## src/rtl/uart_rx_pkg.sv

```systemverilog
// Shared types and constants for the UART receive bit sequencer.
package uart_rx_pkg;

    typedef enum logic [2:0] {
        IDLE   = 3'd0,
        START  = 3'd1,
        DATA   = 3'd2,
        PARITY = 3'd3,
        STOP1  = 3'd4,
        STOP2  = 3'd5
    } rx_state_t;

    // Oversample ticks per bit unless overridden at the top level.
    localparam int OVS_DEFAULT = 16;

    // Encoding of the stop_sel configuration input.
    localparam logic STOP_ONE = 1'b0;
    localparam logic STOP_TWO = 1'b1;

endpackage

```

## src/rtl/uart_ovs_tick.sv

```systemverilog
// Oversample tick generator: one tick every D clocks, D = max(divisor, 1).
// The tick is a combinational decode of the counter so that the sequencer
// sees it in the same cycle the counter reaches its terminal value.
module uart_ovs_tick
    import uart_rx_pkg::*;
#(
    parameter int DW = 12
) (
    input  logic          clk,
    input  logic          reset,
    input  logic          clr,
    input  logic [DW-1:0] divisor,
    output logic          tick
);

    logic [DW-1:0] cnt_r;
    logic [DW-1:0] div_s;
    logic [DW-1:0] last_s;

    // Clamp a zero divisor to 1, find the terminal count and decode the tick.
    always_comb begin
        div_s  = divisor;
        last_s = {DW{1'b0}};
        tick   = 1'b0;
        if (divisor == {DW{1'b0}}) begin
            div_s = {{(DW-1){1'b0}}, 1'b1};
        end else begin
            div_s = divisor;
        end
        last_s = div_s - {{(DW-1){1'b0}}, 1'b1};
        if (clr) begin
            tick = 1'b0;
        end else begin
            tick = (cnt_r == last_s);
        end
    end

    // Free-running 0..D-1 counter, held at zero while cleared.
    always_ff @(posedge clk or negedge reset) begin
        if (!reset) begin
            cnt_r <= {DW{1'b0}};
        end else if (clr || tick) begin
            cnt_r <= {DW{1'b0}};
        end else begin
            cnt_r <= cnt_r + {{(DW-1){1'b0}}, 1'b1};
        end
    end

endmodule

```

## src/rtl/uart_rx_seq.sv

```systemverilog
// UART receive bit sequencer: synchronizes rx, validates the start bit at
// its centre, strobes each data/parity bit at its centre and checks stop
// framing. All outputs are registered.
module uart_rx_seq
    import uart_rx_pkg::*;
#(
    parameter int OVS = OVS_DEFAULT,
    parameter int DW  = 12
) (
    input  logic          clk,
    input  logic          reset,
    input  logic          rx_en,
    input  logic          rx,
    input  logic [DW-1:0] baud_divisor,
    input  logic          parity_sel,
    input  logic          stop_sel,
    output logic          rx_bit,
    output logic          shift_en,
    output logic          par_en,
    output logic [2:0]    bit_idx,
    output logic          busy,
    output logic          frame_done,
    output logic          frame_err,
    output logic          break_det
);

    localparam int OVS_W = $clog2(OVS);
    localparam logic [OVS_W-1:0] HALF_LAST = OVS_W'(OVS/2 - 1);
    localparam logic [OVS_W-1:0] FULL_LAST = OVS_W'(OVS - 1);

    rx_state_t        state_r;
    logic             sync1_r;
    logic             sync2_r;
    logic             rx_d_r;
    logic             rx_s;
    logic             rx_fall_s;
    logic             stop_bad_s;
    logic             tick_clr_s;
    logic             tick_s;
    logic [OVS_W-1:0] ovs_cnt_r;
    logic [2:0]       bit_cnt_r;
    logic [DW-1:0]    div_r;
    logic             par_on_r;
    logic             stop2_r;
    logic             err_pend_r;
    logic             data_or_r;
    logic             rx_bit_r;
    logic             shift_en_r;
    logic             par_en_r;
    logic [2:0]       bit_idx_r;
    logic             busy_r;
    logic             frame_done_r;
    logic             frame_err_r;
    logic             break_det_r;

    // Two-flop synchronizer plus one delay stage for falling-edge detection.
    always_ff @(posedge clk or negedge reset) begin
        if (!reset) begin
            sync1_r <= 1'b1;
            sync2_r <= 1'b1;
            rx_d_r  <= 1'b1;
        end else begin
            sync1_r <= rx;
            sync2_r <= sync1_r;
            rx_d_r  <= sync2_r;
        end
    end

    // Edge decode, stop-bit verdict and tick-generator clear.
    always_comb begin
        rx_s       = sync2_r;
        rx_fall_s  = rx_d_r & ~sync2_r;
        stop_bad_s = err_pend_r | ~sync2_r;
        tick_clr_s = 1'b0;
        if ((state_r == IDLE) || !rx_en) begin
            tick_clr_s = 1'b1;
        end else begin
            tick_clr_s = 1'b0;
        end
    end

    uart_ovs_tick #(
        .DW (DW)
    ) u_tick (
        .clk     (clk),
        .reset   (reset),
        .clr     (tick_clr_s),
        .divisor (div_r),
        .tick    (tick_s)
    );

    // Frame state machine with registered strobes and framing status.
    always_ff @(posedge clk or negedge reset) begin
        if (!reset) begin
            state_r      <= IDLE;
            ovs_cnt_r    <= {OVS_W{1'b0}};
            bit_cnt_r    <= 3'd0;
            div_r        <= {DW{1'b0}};
            par_on_r     <= 1'b0;
            stop2_r      <= 1'b0;
            err_pend_r   <= 1'b0;
            data_or_r    <= 1'b0;
            rx_bit_r     <= 1'b1;
            shift_en_r   <= 1'b0;
            par_en_r     <= 1'b0;
            bit_idx_r    <= 3'd0;
            busy_r       <= 1'b0;
            frame_done_r <= 1'b0;
            frame_err_r  <= 1'b0;
            break_det_r  <= 1'b0;
        end else begin
            shift_en_r   <= 1'b0;
            par_en_r     <= 1'b0;
            frame_done_r <= 1'b0;
            if (!rx_en) begin
                // Abort wins over any sampling tick in the same cycle.
                state_r   <= IDLE;
                busy_r    <= 1'b0;
                bit_idx_r <= 3'd0;
                bit_cnt_r <= 3'd0;
                ovs_cnt_r <= {OVS_W{1'b0}};
            end else begin
                case (state_r)
                    IDLE: begin
                        if (rx_fall_s) begin
                            state_r    <= START;
                            busy_r     <= 1'b1;
                            ovs_cnt_r  <= {OVS_W{1'b0}};
                            bit_cnt_r  <= 3'd0;
                            div_r      <= baud_divisor;
                            par_on_r   <= parity_sel;
                            err_pend_r <= 1'b0;
                            data_or_r  <= 1'b0;
                            case (stop_sel)
                                STOP_ONE: stop2_r <= 1'b0;
                                STOP_TWO: stop2_r <= 1'b1;
                                default:  stop2_r <= 1'b0;
                            endcase
                        end
                    end
                    START: begin
                        if (tick_s) begin
                            if (ovs_cnt_r == HALF_LAST) begin
                                ovs_cnt_r <= {OVS_W{1'b0}};
                                if (!rx_s) begin
                                    state_r <= DATA;
                                end else begin
                                    // Line was back high at the centre: glitch.
                                    state_r <= IDLE;
                                    busy_r  <= 1'b0;
                                end
                            end else begin
                                ovs_cnt_r <= ovs_cnt_r + {{(OVS_W-1){1'b0}}, 1'b1};
                            end
                        end
                    end
                    DATA: begin
                        if (tick_s) begin
                            if (ovs_cnt_r == FULL_LAST) begin
                                ovs_cnt_r  <= {OVS_W{1'b0}};
                                rx_bit_r   <= rx_s;
                                shift_en_r <= 1'b1;
                                bit_idx_r  <= bit_cnt_r;
                                bit_cnt_r  <= bit_cnt_r + 3'd1;
                                data_or_r  <= data_or_r | rx_s;
                                if (bit_cnt_r == 3'd7) begin
                                    state_r <= par_on_r ? PARITY : STOP1;
                                end
                            end else begin
                                ovs_cnt_r <= ovs_cnt_r + {{(OVS_W-1){1'b0}}, 1'b1};
                            end
                        end
                    end
                    PARITY: begin
                        if (tick_s) begin
                            if (ovs_cnt_r == FULL_LAST) begin
                                ovs_cnt_r <= {OVS_W{1'b0}};
                                rx_bit_r  <= rx_s;
                                par_en_r  <= 1'b1;
                                state_r   <= STOP1;
                            end else begin
                                ovs_cnt_r <= ovs_cnt_r + {{(OVS_W-1){1'b0}}, 1'b1};
                            end
                        end
                    end
                    STOP1, STOP2: begin
                        if (tick_s) begin
                            if (ovs_cnt_r == FULL_LAST) begin
                                ovs_cnt_r <= {OVS_W{1'b0}};
                                rx_bit_r  <= rx_s;
                                if ((state_r == STOP1) && stop2_r) begin
                                    err_pend_r <= stop_bad_s;
                                    state_r    <= STOP2;
                                end else begin
                                    state_r      <= IDLE;
                                    busy_r       <= 1'b0;
                                    frame_done_r <= 1'b1;
                                    frame_err_r  <= stop_bad_s;
                                    break_det_r  <= stop_bad_s & ~data_or_r;
                                end
                            end else begin
                                ovs_cnt_r <= ovs_cnt_r + {{(OVS_W-1){1'b0}}, 1'b1};
                            end
                        end
                    end
                    default: begin
                        state_r <= IDLE;
                        busy_r  <= 1'b0;
                    end
                endcase
            end
        end
    end

    assign rx_bit     = rx_bit_r;
    assign shift_en   = shift_en_r;
    assign par_en     = par_en_r;
    assign bit_idx    = bit_idx_r;
    assign busy       = busy_r;
    assign frame_done = frame_done_r;
    assign frame_err  = frame_err_r;
    assign break_det  = break_det_r;

endmodule

```

## config.mk

```make
export PLATFORM = sky130hd
export DESIGN_NAME = uart_rx_seq
export DESIGN_NICKNAME = d
export VERILOG_FILES = /design/src/rtl/uart_rx_pkg.sv /design/src/rtl/uart_ovs_tick.sv /design/src/rtl/uart_rx_seq.sv
export SDC_FILE = /design/constraint.sdc
export NUM_CORES = 1
export LEC_CHECK = 0
export CAP_MARGIN = 20
export CORE_MARGIN = 8
export CORE_UTILIZATION = 45
export DETAILED_ROUTE_END_ITERATION = 12
export HOLD_SLACK_MARGIN = 0.15
export PLACE_DENSITY_LB_ADDON = 0.15
export RECOVER_POWER = 50
export SLEW_MARGIN = 20
export SYNTH_ARGS = -nofsm -noshare
export SYNTH_HDL_FRONTEND = slang
export SYNTH_SLANG_ARGS = --single-unit
```

## constraint.sdc

```tcl
create_clock -name clk -period 9.2 [get_ports clk]
set_input_delay 1.38 -clock clk [delete_from_list [all_inputs] [get_ports clk]]
set_output_delay 1.38 -clock clk [all_outputs]
set_load 0.02 [all_outputs]
```

# Word-level counts from Yosys, hierarchy flattened
# Cells that the tools add are included.
[word_totals] output_inout_bits=10 mem_bits_rw=0 register_bits=51 latchBits=0 mem_count=0 mem_bits_ro=0
[classes] n_div=0 order_cmp=0 mul=0 add_sub_neg=4 reduce_logical=21 shift=0 muxes=64 bitwise_logic=8 eq_ne=34
[op_table] cell="$mux W3" count=21
[op_table] cell="$mux W1" count=27
[op_table] cell="$mux W12" count=2
[op_table] cell="$mux W4" count=6
[op_table] cell="$ne A3 B3 Y1 const B" count=8
[op_table] cell="$ne A3 B2 Y1 const B" count=5
[op_table] cell="$pmux W3 S5" count=1
[op_table] cell="$add A12 B1 Y12 const B" count=1
[op_table] cell="$eq A12 B12 Y1" count=1
[op_table] cell="$logic_not A12 Y1" count=1
[op_table] cell="$pmux W4 S3" count=1
[op_table] cell="$reduce_and A4 Y1" count=3
[op_table] cell="$sub A12 B1 Y12 const B" count=1
[op_table] cell="$ne A2 B1 Y1 const B" count=5
[op_table] cell="$ne A2 B2 Y1 const B" count=5
[op_table] cell="$reduce_and A10 Y1" count=1
[op_table] cell="$reduce_and A5 Y1" count=2
[op_table] cell="$eq A3 B3 Y1 const B" count=3
[op_table] cell="$reduce_and A8 Y1" count=1
[op_table] cell="$eq A3 B2 Y1 const B" count=2
[op_table] cell="$pmux W1 S2" count=3
[op_table] cell="$pmux W3 S2" count=1
[op_table] cell="$reduce_and A3 Y1" count=2
[op_table] cell="$reduce_and A6 Y1" count=1
[op_table] cell="other kinds (19)" count=27

# Logic depth before layout (Yosys ltp)
[logic_depth] depth_word=8 mapped_depth=12

# Hierarchy
# From an unflattened synthesis, not the netlist that was laid out.
[hier_totals] cells_unflattened=287 area_unflattened_um2=3206.8
[by_module_without_submodules] mod="uart_rx_seq" area_each_um2=2085.8 cells_each=172 n_inst=1 seq_area_each_um2=980.9
[by_module_without_submodules] mod="uart_ovs_tick" area_each_um2=1121.1 cells_each=115 n_inst=1 seq_area_each_um2=300.3

# Worst setup path before layout
# Ideal clock, no wire load.
[synth_path] kind="flip-flop to flip-flop" start="register div_r[9]" end="register frame_err_r, in the netlist frame_err" period_less_slack_ns=3.335 arrival_time_ns=3.208 n_path_buf=1 slack_ns=5.865 stages_incl_launch_ff=13 cell_sequence="dfrtp_1 clkbuf_1 nor4_1 a31oi_1 ha_1 nor3b_1 a21oi_1 o211ai_1 a2111o_1 nor3_4 nand3_1 nor2_2 mux2_1"
[synth_via] elab_chain_len=6
[synth_rtl] item="from (decl)" line="uart_rx_seq.sv:42" rtl="logic [DW-1:0] div_r;"
[synth_rtl] item="from (signal assigned)" line="uart_rx_seq.sv:98" rtl="div_r <= {DW{1'b0}};"
[synth_rtl] item="from (signal assigned)" line="uart_rx_seq.sv:130" rtl="div_r <= baud_divisor;"
[synth_rtl] item="$logic_not A12 Y1" line="uart_ovs_tick.sv:25" rtl="if (divisor == {DW{1'b0}}) begin"
[synth_rtl] item="$mux W12 (*)" line="uart_ovs_tick.sv:25"
[synth_rtl] item="$sub A12 B1 Y12 (*)" line="uart_ovs_tick.sv:30" rtl="last_s = div_s - {{(DW-1){1'b0}}, 1'b1};"
[synth_rtl] item="$eq A12 B12 Y1 (*)" line="uart_ovs_tick.sv:34" rtl="tick = (cnt_r == last_s);"
[synth_rtl] item="$mux W1 (*)" line="uart_ovs_tick.sv:31" rtl="if (clr) begin"
[synth_rtl] item="$reduce_and A5 Y1 (no line) (*)"
[synth_rtl] item="to (signal assigned)" line="uart_rx_seq.sv:198" rtl="frame_err_r <= stop_bad_s;"
[synth_rtl] item="to (decl)" line="uart_rx_seq.sv:53" rtl="logic frame_err_r;"
# Mark *: on every way between the ends. The rest lies on a longest branch, timed or not.
# A chain may end at the register's enable or synchronous reset.

# Worst setup path in the final report
[layout_path] start="register div_r[8]" end="register frame_err_r, in the netlist frame_err"
# The elaborated chain is that of the path after synthesis.

==> flow_metrics.env <==
export IMPL_status="finished with violations"
export IMPL_failed_checks="capacitance limit, slew limit"
export IMPL_hold_depth=0
export IMPL_cts_buffers=5
export IMPL_wirelength_met1_um=3210
export IMPL_dr_wl_met2_um=2860
export IMPL_cts_tree="built"
export IMPL_crit_arrival_ns=4.08
export IMPL_io_buffers=27
export IMPL_clkSlewWorstSetupHoldPaths_ns=0.10
export IMPL_core_area_mm2=0.00631
export IMPL_layout_nets=349
export IMPL_fin_skew_ns=0.0126
export IMPL_r2r_start="div_r[8]"
export IMPL_power_leakage_nw=1.40
export IMPL_synthArstFlopShare=1.00
export IMPL_std_cell_rows=29
export IMPL_chipHeight_um=96.5
export IMPL_place_gp_congestion=0.903
export IMPL_cp_max_fo=13
export IMPL_drc=0
export IMPL_finalInstanceArea_mm2=0.00330
export IMPL_r2r_slack_ns=5.32
export IMPL_grt_pass1_wl_um=11200
export IMPL_vias_per_cell=5.70
export IMPL_slew_violations=52
export IMPL_cp_required_ns=9.39
export IMPL_track_usage=0.153
export IMPL_ys_ff_latch=51
export IMPL_crit_start="div_r[8]"
export IMPL_multiInputGateArea_mm2=0.00151
export IMPL_r2r_cells=11
export IMPL_area_growth_pct=13.2
export IMPL_htreeDepth=2
export IMPL_cts_resized=0
export IMPL_syn_area_per_cell_um2=9.49
export IMPL_drv_cap=1
export IMPL_start_kind="flop"
export IMPL_grt_pass1_vias=2185
export IMPL_rsz0062_at_grt="no"
export IMPL_synth_warning_count=0
export IMPL_fmax_ghz=0.258
export IMPL_num_antenna_cells=0
export IMPL_drtAntennaViolNets=0
export IMPL_postPlaceCellArea_mm2=0.00321
export IMPL_cts_buffer_depth=2
export IMPL_min_path_type="flop to flop"
export IMPL_top_layer="met4"
export IMPL_sw_frac_of_total=0.391
export IMPL_overflow=0
export IMPL_die_w_um=96.5
export IMPL_p_int_w=0.000438
export IMPL_synth_cells=307
export IMPL_place_hpwl_um=4640
export IMPL_wirelength_um=6480
export IMPL_fin_crit_ns=3.88
export IMPL_antenna_found_initial=0
export IMPL_p_switching_w=0.000281
export IMPL_vias=2297
export IMPL_cts_sinks=51
export IMPL_ir_drop_mv=0.122
export IMPL_pin_count=28
export IMPL_finalHoldViolations=0
export IMPL_ctsHoldBuffers=0
export IMPL_min_period_over_period=0.422
export IMPL_tns_ns=0
export IMPL_tightestPinTransition_ns=2.74
export IMPL_whs_endpoint="rx_s"
export IMPL_pwr_share_clk=0.185
export IMPL_drt_iter0_markers=258
export IMPL_rr_endpoint="frame_err"
export IMPL_synth_edf_count=0
export IMPL_syn_cell_area_mm2=0.00291
export IMPL_wl_met3_um=338
export IMPL_critPathCaptureType="flop"
export IMPL_seqPwrFrac=0.472
export IMPL_clock_root_buffer="clkbuf_8"
export IMPL_ys_types=58
export IMPL_power_density_mw_per_mm2=218
export IMPL_syn_nets=330
export IMPL_avgRoutedWirePerCell_um=16.1
export IMPL_critPathKind="flop to flop"
export IMPL_start_util=0.461
export IMPL_grt_max_degree=52
export IMPL_insertion_delay_ns=0.31
export IMPL_relSlewSlack=-0.828
export IMPL_p_comb_frac=0.343
export IMPL_cts_setup_buffers=0
export IMPL_fp_dieArea_mm2=0.00930
export IMPL_fill_cells=602
export IMPL_ys_seq_area_frac=0.440
export IMPL_worstHoldStart="sync1_r"
export IMPL_synth_ff_type="dfrtp_1"
export IMPL_setup_viol=0
export IMPL_firstDrtPassIters=4
export IMPL_seq_area_mm2=0.00128
export IMPL_drive_gt1_frac=0.101
## kinds of logic (layout without fill, tap and decap cells)
| kind of cell | after synthesis | after routing | synth area share |
|---|---|---|---|
| compound gates | 68 | 68 | 0.161 |
| xor+xnor | 21 | 21 | 0.0631 |
| fa+ha+maj | 5 | 5 | 0.0215 |
| buf+inv | 31 | 50 | 0.0430 |
| flops | 51 | 51 | 0.440 |
| mux | 13 | 13 | 0.0498 |
| simple gates | 118 | 118 | 0.222 |
## stage by stage
stage / hold slack, ns / setup slack [ns] / power (W) / util / std cells
after global routing: 0.372 / 4.98 / 0.000777 / 0.522 / 403
after floorplan: 0.345 / 5.86 / 0.000527 / - / 307
final: 0.366 / 5.32 / 0.000719 / 0.522 / 403
after global placement: 0.347 / 5.53 / 0.000585 / 0.509 / 396
after CTS: 0.361 / 5.33 / 0.000725 / 0.523 / 403
after detailed placement: 0.348 / 5.37 / 0.000590 / 0.509 / 396
## power by group through the flow
stage          registers [W]  logic (W)  clock network (W)
2_1_floorplan       0.000305   0.000222                  0
3_3_place_gp        0.000343   0.000242                  0
3_5_place_dp        0.000344   0.000245                  0
4_1_cts             0.000340   0.000247           0.000138
5_1_grt             0.000351   0.000278           0.000148
6_report            0.000340   0.000247           0.000133
## critical path, cell delays in order (launching register included)
cell and delay, ns:
dfrtp_1 0.51, nor4_1 0.75, a31oi_1 0.17, ha_1 0.29
nor3b_1 0.21, a21oi_1 0.19, o211ai_1 0.11, a2111o_1 0.39
nor3_4 0.35, nand3_1 0.22, nor2_2 0.23, mux2_1 0.34
## how the worst max path moves through the flow
stage                     end  slack, ns
finish              frame_err       5.32
global route        frame_err       4.98
CTS                 frame_err       5.33
detailed placement  frame_err       5.37
global placement    frame_err       5.53
floorplan           frame_err       5.86
## layout make-up
| class | count | share of cell area |
|---|---|---|
| clock buffers | 6 | 0.0250 |
| well taps | 77 | 0.0292 |
| clock inverters | 1 | 0.00152 |
| repair buffers | 28 | 0.0816 |
| flip-flops and latches | 51 | 0.389 |
| inverters | 15 | 0.0171 |
| multi-input cells | 225 | 0.457 |
## per-layer routing
layer,track usage,up-vias
met5,0,-
met4,0.0454,0
met3,0.0355,7
met2,0.224,54
met1,0.218,1093
li1,-,1143
## Yosys cell counts (all sizes together), types with 2 or more instances
master / instances / area [um^2]
o211ai: 2 / 15.0
xor2: 12 / 105
a211o: 2 / 17.5
a211oi: 5 / 37.5
or2: 4 / 25.0
a22o: 2 / 17.5
nor2: 31 / 119
dfstp: 4 / 105
mux2: 12 / 135
nor2b: 5 / 31.3
xnor2: 9 / 78.8
a21oi: 9 / 45.0
nand3: 14 / 70.1
o21ai: 23 / 115
o32ai: 3 / 33.8
nand2b: 4 / 25.0
and3: 10 / 62.6
a221oi: 3 / 32.5
ha: 5 / 62.6
buf: 2 / 16.3
clkbuf: 14 / 52.6
or3: 2 / 12.5
o31ai: 5 / 37.5
nor3: 6 / 41.3
nand3b: 3 / 22.5
nand4b: 2 / 17.5
a31oi: 5 / 31.3
inv: 14 / 52.6
nor4: 6 / 65.1
dfrtp: 47 / 1180
or4: 4 / 33.8
nand2: 23 / 86.3
## registers in the layout, indices dropped and copies added (netlist names), 3 cells and up
| name | count |
|---|---|
| u_tick.cnt_r | 12 |
| ovs_cnt_r | 4 |
| bit_idx | 3 |
| state_r | 3 |
| bit_cnt_r | 3 |
| div_r | 12 |
## cells in the final DEF, fill, tap and decap left out, types with 6 or more instances in the layout
master           instances
inv_1                   14
clkbuf_8                 6
nand3_1                 14
xor2_1                  12
mux2_2                  11
xnor2_1                  9
and3_1                  10
o21ai_0                 20
a21oi_1                  9
nand2_1                 23
clkdlybuf4s50_1         23
dfrtp_1                 47
nor2_1                  30
Power figures use the tool's default switching activity.
